==> src/rtl/series_accumulator.sv <==
// Series-term accumulator: signs and sums Taylor/Maclaurin term magnitudes for
// one evaluation, then returns a saturated fixed-point result with a done pulse.
module series_accumulator #(
  parameter int DATA_W  = 16,
  parameter int ACC_W   = 20,
  parameter int N_TERMS = 8,
  parameter int IDX_W   = 3
) (
  input  logic              clk,
  input  logic              rst,
  input  logic              start,
  input  logic [1:0]        func,
  input  logic [DATA_W-1:0] term,
  input  logic              term_valid,
  input  logic              term_last,
  output logic              term_ready,
  output logic [DATA_W-1:0] result,
  output logic              done,
  output logic              busy,
  output logic              sat,
  output logic [IDX_W-1:0]  idx
);

  typedef enum logic [1:0] {
    S_IDLE = 2'd0,
    S_ACC  = 2'd1,
    S_FIN  = 2'd2
  } state_t;

  localparam logic [1:0] FUNC_EXP = 2'b00;
  localparam logic signed [ACC_W-1:0] C_MAX = ACC_W'((1 << (DATA_W - 1)) - 1);
  localparam logic signed [ACC_W-1:0] C_MIN = ~C_MAX;

  state_t                    r_state;
  state_t                    w_state_next;
  logic [1:0]                r_func;
  logic signed [ACC_W-1:0]   r_acc;
  logic [IDX_W-1:0]          r_idx;
  logic [DATA_W-1:0]         r_result;
  logic                      r_done;
  logic                      r_sat;

  logic                      w_accept;
  logic                      w_neg;
  logic                      w_final;
  logic signed [ACC_W-1:0]   w_term_ext;
  logic                      w_hi;
  logic                      w_lo;
  logic [DATA_W-1:0]         w_clip;

  assign w_accept   = term_valid && (r_state == S_ACC);
  // exp is all-positive; the other series alternate starting with a + term
  assign w_neg      = (r_func != FUNC_EXP) && r_idx[0];
  assign w_final    = term_last || (r_idx == IDX_W'(N_TERMS - 1));
  assign w_term_ext = signed'({{(ACC_W - DATA_W){1'b0}}, term});

  assign w_hi   = (r_acc > C_MAX);
  assign w_lo   = (r_acc < C_MIN);
  assign w_clip = w_hi ? C_MAX[DATA_W-1:0] :
                  w_lo ? C_MIN[DATA_W-1:0] : r_acc[DATA_W-1:0];

  always_comb begin
    w_state_next = r_state;
    case (r_state)
      S_IDLE:  if (start) w_state_next = S_ACC;
      S_ACC:   if (w_accept && w_final) w_state_next = S_FIN;
      S_FIN:   w_state_next = S_IDLE;
      default: w_state_next = S_IDLE;
    endcase
  end

  always_ff @(posedge clk) begin
    if (rst) begin
      r_state  <= S_IDLE;
      r_func   <= FUNC_EXP;
      r_acc    <= '0;
      r_idx    <= '0;
      r_result <= '0;
      r_done   <= 1'b0;
      r_sat    <= 1'b0;
    end else begin
      r_state <= w_state_next;
      r_done  <= (r_state == S_FIN);
      case (r_state)
        S_IDLE: begin
          if (start) begin
            r_func <= func;
            r_acc  <= '0;
            r_idx  <= '0;
          end
        end
        S_ACC: begin
          if (w_accept) begin
            r_acc <= w_neg ? (r_acc - w_term_ext) : (r_acc + w_term_ext);
            r_idx <= r_idx + IDX_W'(1);
          end
        end
        S_FIN: begin
          r_result <= w_clip;
          r_sat    <= w_hi || w_lo;
          r_idx    <= '0;
        end
        default: ;
      endcase
    end
  end

  assign term_ready = (r_state == S_ACC);
  assign busy       = (r_state == S_ACC) || (r_state == S_FIN);
  assign result     = r_result;
  assign done       = r_done;
  assign sat        = r_sat;
  assign idx        = r_idx;

endmodule

==> config.mk <==
export PLATFORM = sky130hd
export DESIGN_NAME = series_accumulator
export DESIGN_NICKNAME = d
export VERILOG_FILES = /design/src/rtl/series_accumulator.sv
export SDC_FILE = /design/constraint.sdc
export NUM_CORES = 1
export LEC_CHECK = 0
export BUFFER_PORTS_ARGS = -buffer_cell sky130_fd_sc_hd__buf_2
export CAP_MARGIN = 20
export CORE_MARGIN = 2
export CORE_UTILIZATION = 31
export CTS_CLUSTER_SIZE = 20
export DETAILED_ROUTE_END_ITERATION = 6
export GPL_ROUTABILITY_DRIVEN = 1
export GPL_TIMING_DRIVEN = 0
export MAX_ROUTING_LAYER = met4
export SYNTH_ARGS = -nofsm -noshare
export SYNTH_HDL_FRONTEND = slang
export SYNTH_SLANG_ARGS = --single-unit
export TNS_END_PERCENT = 10
==> constraint.sdc <==
create_clock -name clk -period 4.5 [get_ports clk]
set_input_delay 0.45 -clock clk [delete_from_list [all_inputs] [get_ports clk]]
set_output_delay 0.45 -clock clk [all_outputs]
set_load 0.05 [all_outputs]
==> results of run 1 <==
==> registers in the layout (all words and copies together) (netlist names) <==
name / flops
done: 1
idx: 3
r_acc: 20
r_func: 2
r_state: 2
result: 16
sat: 1
==> per-layer routing <==
metal | GRT usage (%) | vias to the layer above | share of wire (%)
li1 | - | 1426 | -
met5 | - | - | 0
met4 | 3.95 | 0 | 1.1
met3 | 1.56 | 5 | 3.5
met2 | 23.1 | 52 | 42
met1 | 22.6 | 1226 | 54
==> area by class of cell <==
class / instances / area, um2 / share of cell area, %
plain buffers: 15 / 56.3 / 1.60
clock buffers: 7 / 96.3 / 2.74
clock inverters: 1 / 5.00 / 0.142
inverters: 11 / 41.3 / 1.17
multi-input cells: 290 / 2020 / 57.6
flip-flops and latches: 45 / 901 / 25.6
well taps: 133 / 166 / 4.73
repair buffers: 45 / 225 / 6.41
==> stage by stage <==
stage               hold WS (ns)  setup slack (ns)
floorplan                  0.446             0.577
global placement           0.456             0.211
detailed placement         0.462             0.129
CTS                        0.401             0.427
global route               0.411             0.125
finish                     0.407             0.434
==> cells in the final DEF (no fill, tap or decap), types with 4 or more instances in the layout <==
| cell | Yosys | final |
|---|---|---|
| o21a_1 | 4 | 4 |
| clkbuf_1 | 14 | 14 |
| nand3_1 | 9 | 9 |
| o31ai_1 | 8 | 8 |
| a21o_1 | 10 | 10 |
| a22o_1 | 8 | 8 |
| xor2_1 | 14 | 14 |
| inv_1 | 11 | 11 |
| a21oi_1 | 36 | 36 |
| buf_2 | 0 | 45 |
| nor2_1 | 34 | 34 |
| nor3_1 | 4 | 4 |
| o21ai_0 | 32 | 32 |
| nor2b_1 | 5 | 5 |
| clkbuf_8 | 0 | 7 |
| nand2b_1 | 18 | 18 |
| a22oi_1 | 7 | 7 |
| xnor2_1 | 15 | 15 |
| ha_1 | 27 | 27 |
| nand2_1 | 13 | 13 |
| dfxtp_1 | 45 | 45 |
==> power breakdown <==
part | leakage [nW] | switching (mW) | internal (mW) | total [mW]
combinational | 1.12 | 0.373 | 0.197 | 0.570
clock | 0.0542 | 0.132 | 0.139 | 0.271
sequential | 0.364 | 0.0320 | 0.434 | 0.466
total | 1.54 | 0.537 | 0.770 | 1.31
==> cell families (layout without fill, tap and decap cells) <==
| kind of cell | after synthesis | count (layout) | synth area share, % |
|---|---|---|---|
| AOI/OAI and AO/OA | 128 | 128 | 27.4 |
| and+or+nand+nor | 103 | 103 | 18.6 |
| DFF | 45 | 45 | 29.8 |
| xor gates and xnor gates | 29 | 29 | 8.40 |
| adders and majority gates | 28 | 28 | 11.8 |
| buffers and inverters | 26 | 79 | 3.23 |
| muxes | 2 | 2 | 0.662 |
==> path summary, 6_finish.rpt <==
check / slack (ns) / to / depth (start not counted)
max: 0.43 / r_acc[19] / 15
min: 0.41 / r_func[1] / 3
max reg2reg: 0.69 / r_acc[19] / 13
min reg2reg: 0.47 / result[14] / 2
==> worst min-delay path: cells and delay by family <==
kind	cells	cell delay, ns
AOI/OAI and AO/OA	1	0.06
and+or+nand+nor	1	0.06
buffers and inverters	1	0.09
==> flow_metrics.env, run 1 <==
export IMPL_clock_latency_ns=0.30
export IMPL_crit_fanout=7
export IMPL_fmaxAchievable_mhz=246
export IMPL_cts_made_buffers=5
export IMPL_die_h_um=103
export IMPL_cp_start_kind="input port"
export IMPL_drive_above_1_share_pct=15.2
export IMPL_maxSlewViolCount=0
export IMPL_cp_arrival_ns=4.25
export IMPL_critPathRequiredTime_ns=4.69
export IMPL_fin_nets=464
export IMPL_setup_violations_final=0
export IMPL_max_slew_margin_pct=38.0
export IMPL_netlist_instances=361
export IMPL_slowest_delay_ns=0.54
export IMPL_ir_worst_vdd_v=0.000156
export IMPL_slowest_stage="or4_4"
export IMPL_io_pins=46
export IMPL_grtUsageTotal_pct=15.6
export IMPL_ys_top_cells_by_area="dfxtp_1, ha_1, a21oi_1"
export IMPL_grt_pass1_vias=2687
export IMPL_worst_slew_pin_transition_ns=0.920
export IMPL_tns_ns=0
export IMPL_worstHoldStart="func[1]"
export IMPL_die_area_um2=10600
export IMPL_design_area_um2=3520
export IMPL_drt_iter0_markers=104
export IMPL_power_mw=1.31
export IMPL_coreArea_um2=9640
export IMPL_crit_start="term[6]"
export IMPL_synth_area_per_cell_um2=8.37
export IMPL_min_path_type="in2reg"
export IMPL_clockBufferDepth=2
export IMPL_place_area_um2=3410
export IMPL_run_status="finished clean"
export IMPL_async_flop_share_pct=0
export IMPL_critical_path_cell_chain="buf_2 > or4_4 > or3_4 > or4_4 > o41ai_2 > xor2_1 > ha_1 > clkbuf_1 > nand4_1 > nor2_1 > and4_1 > a22oi_1 > a21o_1 > a31o_2 > a21o_1"
export IMPL_htree_levels=2
export IMPL_finalNonFillerCells=547
export IMPL_place_congestion=0.827
export IMPL_rows=36
export IMPL_cp_top_family="simple AND/OR/NAND/NOR gates"
export IMPL_grt_pass1_wl_um=12800
export IMPL_fin_crit_ns=4.07
export IMPL_fp_dieW_um=103
export IMPL_period_share_pct=90.4
export IMPL_cts_sinks=45
export IMPL_placed_cells=539
export IMPL_grt_max_degree=14
export IMPL_drc=0
export IMPL_synth_cell_types=51
export IMPL_yosysTopAreaCellShare_pct=29.8
export IMPL_yosys_area_top_type="dfxtp_1"
export IMPL_post_cts_buffers=0
export IMPL_cts_resized=0
export IMPL_hold_viol=0
export IMPL_powerDensity_nw_per_um2=372
export IMPL_synth_edff_count=0
export IMPL_synth_seq_area_share_pct=29.8
export IMPL_ctsHoldBuffers=0
export IMPL_cts_root_buf="clkbuf_8"
export IMPL_p_leak_nw=1.54
export IMPL_cp_num_buf_inv=2
export IMPL_vias=2709
export IMPL_dp_hpwl_um=6070
export IMPL_rsz0062_at_grt="no"
export IMPL_crit_type="in2reg"
export IMPL_timing_rr_start="r_func[0]"
export IMPL_synth_most_common_cell="dfxtp_1"
export IMPL_synth_ff_type="dfxtp_1"
export IMPL_fillCellCount=1057
export IMPL_synth_common_cells="dfxtp_1, a21oi_1, nor2_1"
export IMPL_drv_cap=0
export IMPL_wl_per_cell_um=13.6
export IMPL_wl_um=7420
export IMPL_postRouteAntennaNets=0
export IMPL_syn_to_final_growth_pct=16.3
export IMPL_fin_worst_skew_ns=0.00868
export IMPL_viasPerCell=4.95
export IMPL_grt_overflow_total=0
export IMPL_synthesis_nets=412
export IMPL_clk_pin_slew_ns=0.09
export IMPL_cts_tree="yes"
export IMPL_drtPass1Iterations=4
export IMPL_post_route_util_pct=36.5
export IMPL_n_antenna_cell=0
export IMPL_synth_area_um2=3020
export IMPL_synth_warning_count=0
export IMPL_start_util_pct=31.4
export IMPL_antenna_found_initial=0
export IMPL_port_buffers=45
export IMPL_critPathCaptureType="flop"
export IMPL_ys_seq_elements=45
(Power assumes the default switching activity.)
==> inputs of run 2 (changes only) <==
- ABC_AREA: unset -> 1
==> flow_metrics.env, run 2 <==
export IMPL_clock_latency_ns=0.29
export IMPL_tns_ns=0
export IMPL_die_area_um2=11400
export IMPL_fmaxAchievable_mhz=335
export IMPL_critPathCaptureType="flop"
export IMPL_drt_iter0_markers=205
export IMPL_min_path_type="in2reg"
export IMPL_synth_cell_types=35
export IMPL_clk_pin_slew_ns=0.09
export IMPL_ctsHoldBuffers=0
export IMPL_io_pins=46
export IMPL_dp_hpwl_um=7620
export IMPL_n_antenna_cell=0
export IMPL_rsz0062_at_grt="no"
export IMPL_largest_reg_flops=20
export IMPL_drc=0
export IMPL_synth_warning_count=0
export IMPL_post_cts_buffers=0
export IMPL_grt_max_degree=14
export IMPL_viasPerCell=4.79
export IMPL_yosysTopAreaCellShare_pct=27.4
export IMPL_critPathRequiredTime_ns=4.72
export IMPL_placed_cells=693
export IMPL_post_route_util_pct=36.6
export IMPL_cp_start_kind="flop"
export IMPL_vias=3351
export IMPL_drv_cap=0
export IMPL_crit_type="reg2reg"
export IMPL_rows=37
export IMPL_die_h_um=107
export IMPL_powerDensity_nw_per_um2=415
export IMPL_regMostFlops="r_acc"
export IMPL_port_buffers=44
export IMPL_final_common_cell="nand2_1"
export IMPL_wl_per_cell_um=13.2
export IMPL_netlist_instances=513
export IMPL_fin_ws_ns=1.51
export IMPL_cts_sinks=45
export IMPL_fp_dieW_um=107
export IMPL_dp_slack_ns=1.34
export IMPL_cts_root_buf="clkbuf_8"
export IMPL_setup_violations_final=0
export IMPL_synth_area_um2=3290
export IMPL_max_slew_margin_pct=64.1
export IMPL_synth_seq_area_share_pct=27.4
export IMPL_grt_pass1_vias=3182
export IMPL_grt_pass1_wl_um=15100
export IMPL_seqCellArea_um2=901
export IMPL_hold_viol=0
export IMPL_period_share_pct=66.4
export IMPL_antenna_found_initial=0
export IMPL_cts_resized=0
export IMPL_grt_overflow_total=0
export IMPL_layout_common_cells="nand2_1, a21oi_1, inv_1, buf_2"
export IMPL_async_flop_share_pct=0
export IMPL_p_leak_nw=1.80
export IMPL_grtUsageTotal_pct=17.0
export IMPL_cts_tree="yes"
export IMPL_worst_slew_pin_transition_ns=0.538
export IMPL_crit_fanout=8
export IMPL_synthesis_nets=564
export IMPL_maxSlewViolCount=0
export IMPL_critical_path_cell_chain="o21ai_1 > inv_1 > o21ai_1 > xor2_1 > inv_1 > ha_1 > nand2_1 > nor2_1 > inv_1 > nor2_1 > nand3_1 > inv_1 > nor2_1 > nand2_1 > nand3_1 > a21oi_1"
export IMPL_cp_arrival_ns=3.21
export IMPL_fin_worst_skew_ns=0.00727
export IMPL_drtPass1Iterations=4
export IMPL_synth_ff_type="dfxtp_1"
export IMPL_synth_area_per_cell_um2=6.40
export IMPL_place_congestion=0.928
export IMPL_synth_common_cells="nand2_1, a21oi_1, inv_1"
export IMPL_wl_um=9210
export IMPL_htree_levels=2
export IMPL_ir_worst_vdd_v=0.000175
export IMPL_syn_to_final_growth_pct=15.0
export IMPL_ys_top_cells_by_area="dfxtp_1, nand2_1, ha_1"
export IMPL_ys_seq_elements=45
export IMPL_finalNonFillerCells=700
export IMPL_slowest_stage="o21ai_1"
export IMPL_start_util_pct=31.8
export IMPL_cpMostUsedCell="inv_1"
export IMPL_fin_nets=615
export IMPL_yosys_area_top_type="dfxtp_1"
export IMPL_power_mw=1.57
export IMPL_postRouteAntennaNets=0
export IMPL_fillCellCount=1152
export IMPL_run_status="finished clean"
export IMPL_clockBufferDepth=2
export IMPL_multiInputGateArea_um2=2100
export IMPL_synth_edff_count=0
export IMPL_cts_made_buffers=5
export IMPL_synth_most_common_cell="nand2_1"
export IMPL_fin_crit_ns=2.99
export IMPL_slowest_delay_ns=0.39
export IMPL_coreArea_um2=10300
export IMPL_drive_above_1_share_pct=11.3
run 2: cell type report:
cell class                      count  share of cell area, %
Clock buffer                        5                   1.82
Multi-Input combinational cell    394                   55.5
Buffer                             11                   1.36
Tap cell                          136                   4.50
Clock inverter                      2                  0.927
Sequential cell                    45                   23.8
Timing Repair Buffer               44                   5.83
Inverter                           63                   6.26
run 2: worst max-delay path, delay by kind of cell, from the launching register on:
| family | cells | cell delay (ns) |
|---|---|---|
| xor+xnor | 1 | 0.17 |
| fa+ha+maj | 1 | 0.37 |
| compound gates | 3 | 0.78 |
| flops | 1 | 0.32 |
| simple gates | 7 | 0.79 |
| buf+inv | 4 | 0.48 |
run 2: worst paths after layout:
path	to	depth (start not counted)	startpoint	slack, ns
worst max-delay path	r_acc[19]	16	r_func[0]	1.51
worst min-delay path	r_func[0]	3	func[0]	0.40
worst max register to register	r_acc[19]	16	r_func[0]	1.51
worst min register to register	result[0]	2	result[0]	0.47
run 2: logic make-up (layout without fill, tap and decap cells):
group	count (synthesis)	after routing	share of synthesized area [%]
AO/OA/AOI/OAI	113	113	18.5
flip-flops	45	45	27.4
XOR/XNOR	14	14	3.73
adder cells (fa/ha/maj)	28	28	10.9
buffers and inverters	74	125	8.76
AND/OR/NAND/NOR	239	239	30.7
run 2: metrics by stage:
| stage | area, um2 | hold slack, ns |
|---|---|---|
| 2_1_floorplan | 3290 | 0.444 |
| 3_3_place_gp | 3680 | 0.452 |
| 3_5_place_dp | 3680 | 0.455 |
| 4_1_cts | 3780 | 0.395 |
| 5_1_grt | 3780 | 0.418 |
| 6_report | 3780 | 0.396 |
run 2: routing by layer:
metal / GRT usage [%] / part of all wire [%] / up-vias
met2: 27.0 / 43 / 74
met3: 1.58 / 4.4 / 4
met5: - / 0 / -
met1: 23.6 / 51 / 1496
li1: - / - / 1777
met4: 3.80 / 0.65 / 0
run 2: report_power, final:
part	total [mW]	leakage (nW)	internal, mW	switching [mW]
combinational	0.784	1.38	0.238	0.546
clock	0.300	0.0540	0.162	0.138
sequential	0.485	0.364	0.444	0.0405
==> inputs of run 3 (changes only) <==
- ABC_AREA: 1 -> 0
- clock period: 4.5 -> 2.65 ns (I/O delays scaled with it)
==> flow_metrics.env, run 3 (synthesis results as in run 1) <==
export IMPL_run_status="complete, but fails checks"
export IMPL_violations="setup timing"
export IMPL_fin_ws_ns=-0.861
export IMPL_post_route_util_pct=37.7
export IMPL_io_pins=46
export IMPL_drc=0
export IMPL_placed_cells=539
export IMPL_cp_arrival_ns=3.72
export IMPL_regMostFlops="r_acc"
export IMPL_power_mw=2.32
export IMPL_p_leak_nw=1.56
export IMPL_slowest_stage="or4_4"
export IMPL_grtUsageTotal_pct=15.4
export IMPL_drtPass1Iterations=4
export IMPL_cts_sinks=45
export IMPL_slowest_delay_ns=0.54
export IMPL_critical_path_cell_chain="buf_6 > or4_4 > or3_4 > or4_4 > o31ai_1 > ha_1 > a21o_1 > a21oi_1 > o21ai_1 > a21oi_2 > nand3_2 > a31o_2 > a21o_1"
export IMPL_tns_ns=-5.67
export IMPL_ir_worst_vdd_v=0.000246
export IMPL_finalNonFillerCells=547
export IMPL_rows=36
export IMPL_fin_nets=464
export IMPL_fmaxAchievable_mhz=285
export IMPL_fin_worst_skew_ns=0.0120
export IMPL_vias=2784
export IMPL_place_congestion=0.871
export IMPL_wl_per_cell_um=14.0
export IMPL_die_h_um=103
export IMPL_viasPerCell=5.09
export IMPL_htree_levels=2
export IMPL_maxSlewViolCount=0
export IMPL_grt_pass1_wl_um=12600
export IMPL_worst_slew_pin_transition_ns=0.802
export IMPL_drive_above_1_share_pct=18.6
export IMPL_hold_viol=0
export IMPL_die_area_um2=10600
export IMPL_dp_slack_ns=-1.37
export IMPL_powerDensity_nw_per_um2=638
export IMPL_cts_root_buf="clkbuf_8"
export IMPL_syn_to_final_growth_pct=20.3
export IMPL_clock_latency_ns=0.30
export IMPL_grt_pass1_vias=2680
export IMPL_drt_iter0_markers=138
export IMPL_min_path_type="in2reg"
export IMPL_fillCellCount=1029
export IMPL_port_buffers=45
export IMPL_ctsHoldBuffers=0
export IMPL_cts_tree="yes"
export IMPL_period_share_pct=132
export IMPL_drv_cap=0
export IMPL_wl_um=7630
export IMPL_fp_dieW_um=103
export IMPL_clk_pin_slew_ns=0.09
export IMPL_grt_overflow_total=0
export IMPL_layout_common_cells="dfxtp_1, buf_2, nor2_1, a21oi_1, o21ai_0"
export IMPL_crit_fanout=4
export IMPL_grt_max_degree=15
export IMPL_critPathRequiredTime_ns=2.86
export IMPL_coreArea_um2=9640
export IMPL_dp_hpwl_um=6190
export IMPL_antenna_found_initial=0
export IMPL_cts_made_buffers=5
export IMPL_postRouteAntennaNets=0
export IMPL_max_slew_margin_pct=46.1
export IMPL_critPathCaptureType="flop"
export IMPL_n_antenna_cell=0
export IMPL_crit_type="in2reg"
export IMPL_fin_crit_ns=3.51
export IMPL_rsz0062_at_grt="yes"
export IMPL_cp_start_kind="input port"
export IMPL_start_util_pct=31.4
export IMPL_setup_violations_final=11
export IMPL_largest_reg_flops=20
export IMPL_clockBufferDepth=2
==> run 3: critical path: cells and delay by family <==
family	cells	cell delay, ns
compound gates	7	1.45
fa+ha+maj	1	0.34
buf+inv	1	0.09
simple gates	4	1.56
==> run 3: timing repair <==
item,4_1_cts,5_1_grt
pin swaps,8,5
endpoints found under the setup margin,17,20
buffers inserted,1,0
gates resized for setup,24,5
==> run 3: final timing paths <==
path,endpoint,slack (ns),depth (start not counted),start
max,r_acc[19],-0.86,13,term[6]
min,r_func[1],0.20,3,func[1]
min reg2reg,result[14],0.47,2,result[14]
max reg2reg,r_acc[13],-0.45,12,r_func[1]
==> run 3: final cells by class <==
cell class                      count  area [um2]  area share (%)
Tap cell                          133         166            4.58
Buffer                             14        62.6            1.72
Sequential cell                    45         903            24.8
Clock inverter                      2        38.8            1.07
Clock buffer                        6        72.6            2.00
Timing Repair Buffer               46         245            6.74
Inverter                           11        41.3            1.14
Multi-Input combinational cell    290        2110            57.9
==> run 3: per-layer routing <==
metal  share of wire (%)  up-vias  global-route usage, %
li1                    -     1427                      -
met1                  49     1309                   20.3
met2                  46       41                   25.3
met3                 3.1        7                   1.83
met4                 1.2        0                   3.95
met5                   0        -                      -
==> run 3: power by group <==
part | internal (mW) | total, mW | switching [mW]
Sequential | 0.739 | 0.797 | 0.0586
Combinational | 0.353 | 1.00 | 0.650
Clock | 0.283 | 0.521 | 0.238
==> run 3: metrics by stage <==
step | hold WS, ns | cell area (um2)
finish | 0.198 | 3640
detailed placement | 0.459 | 3420
CTS | 0.203 | 3620
global route | 0.213 | 3640
global placement | 0.455 | 3420
floorplan | 0.412 | 3030
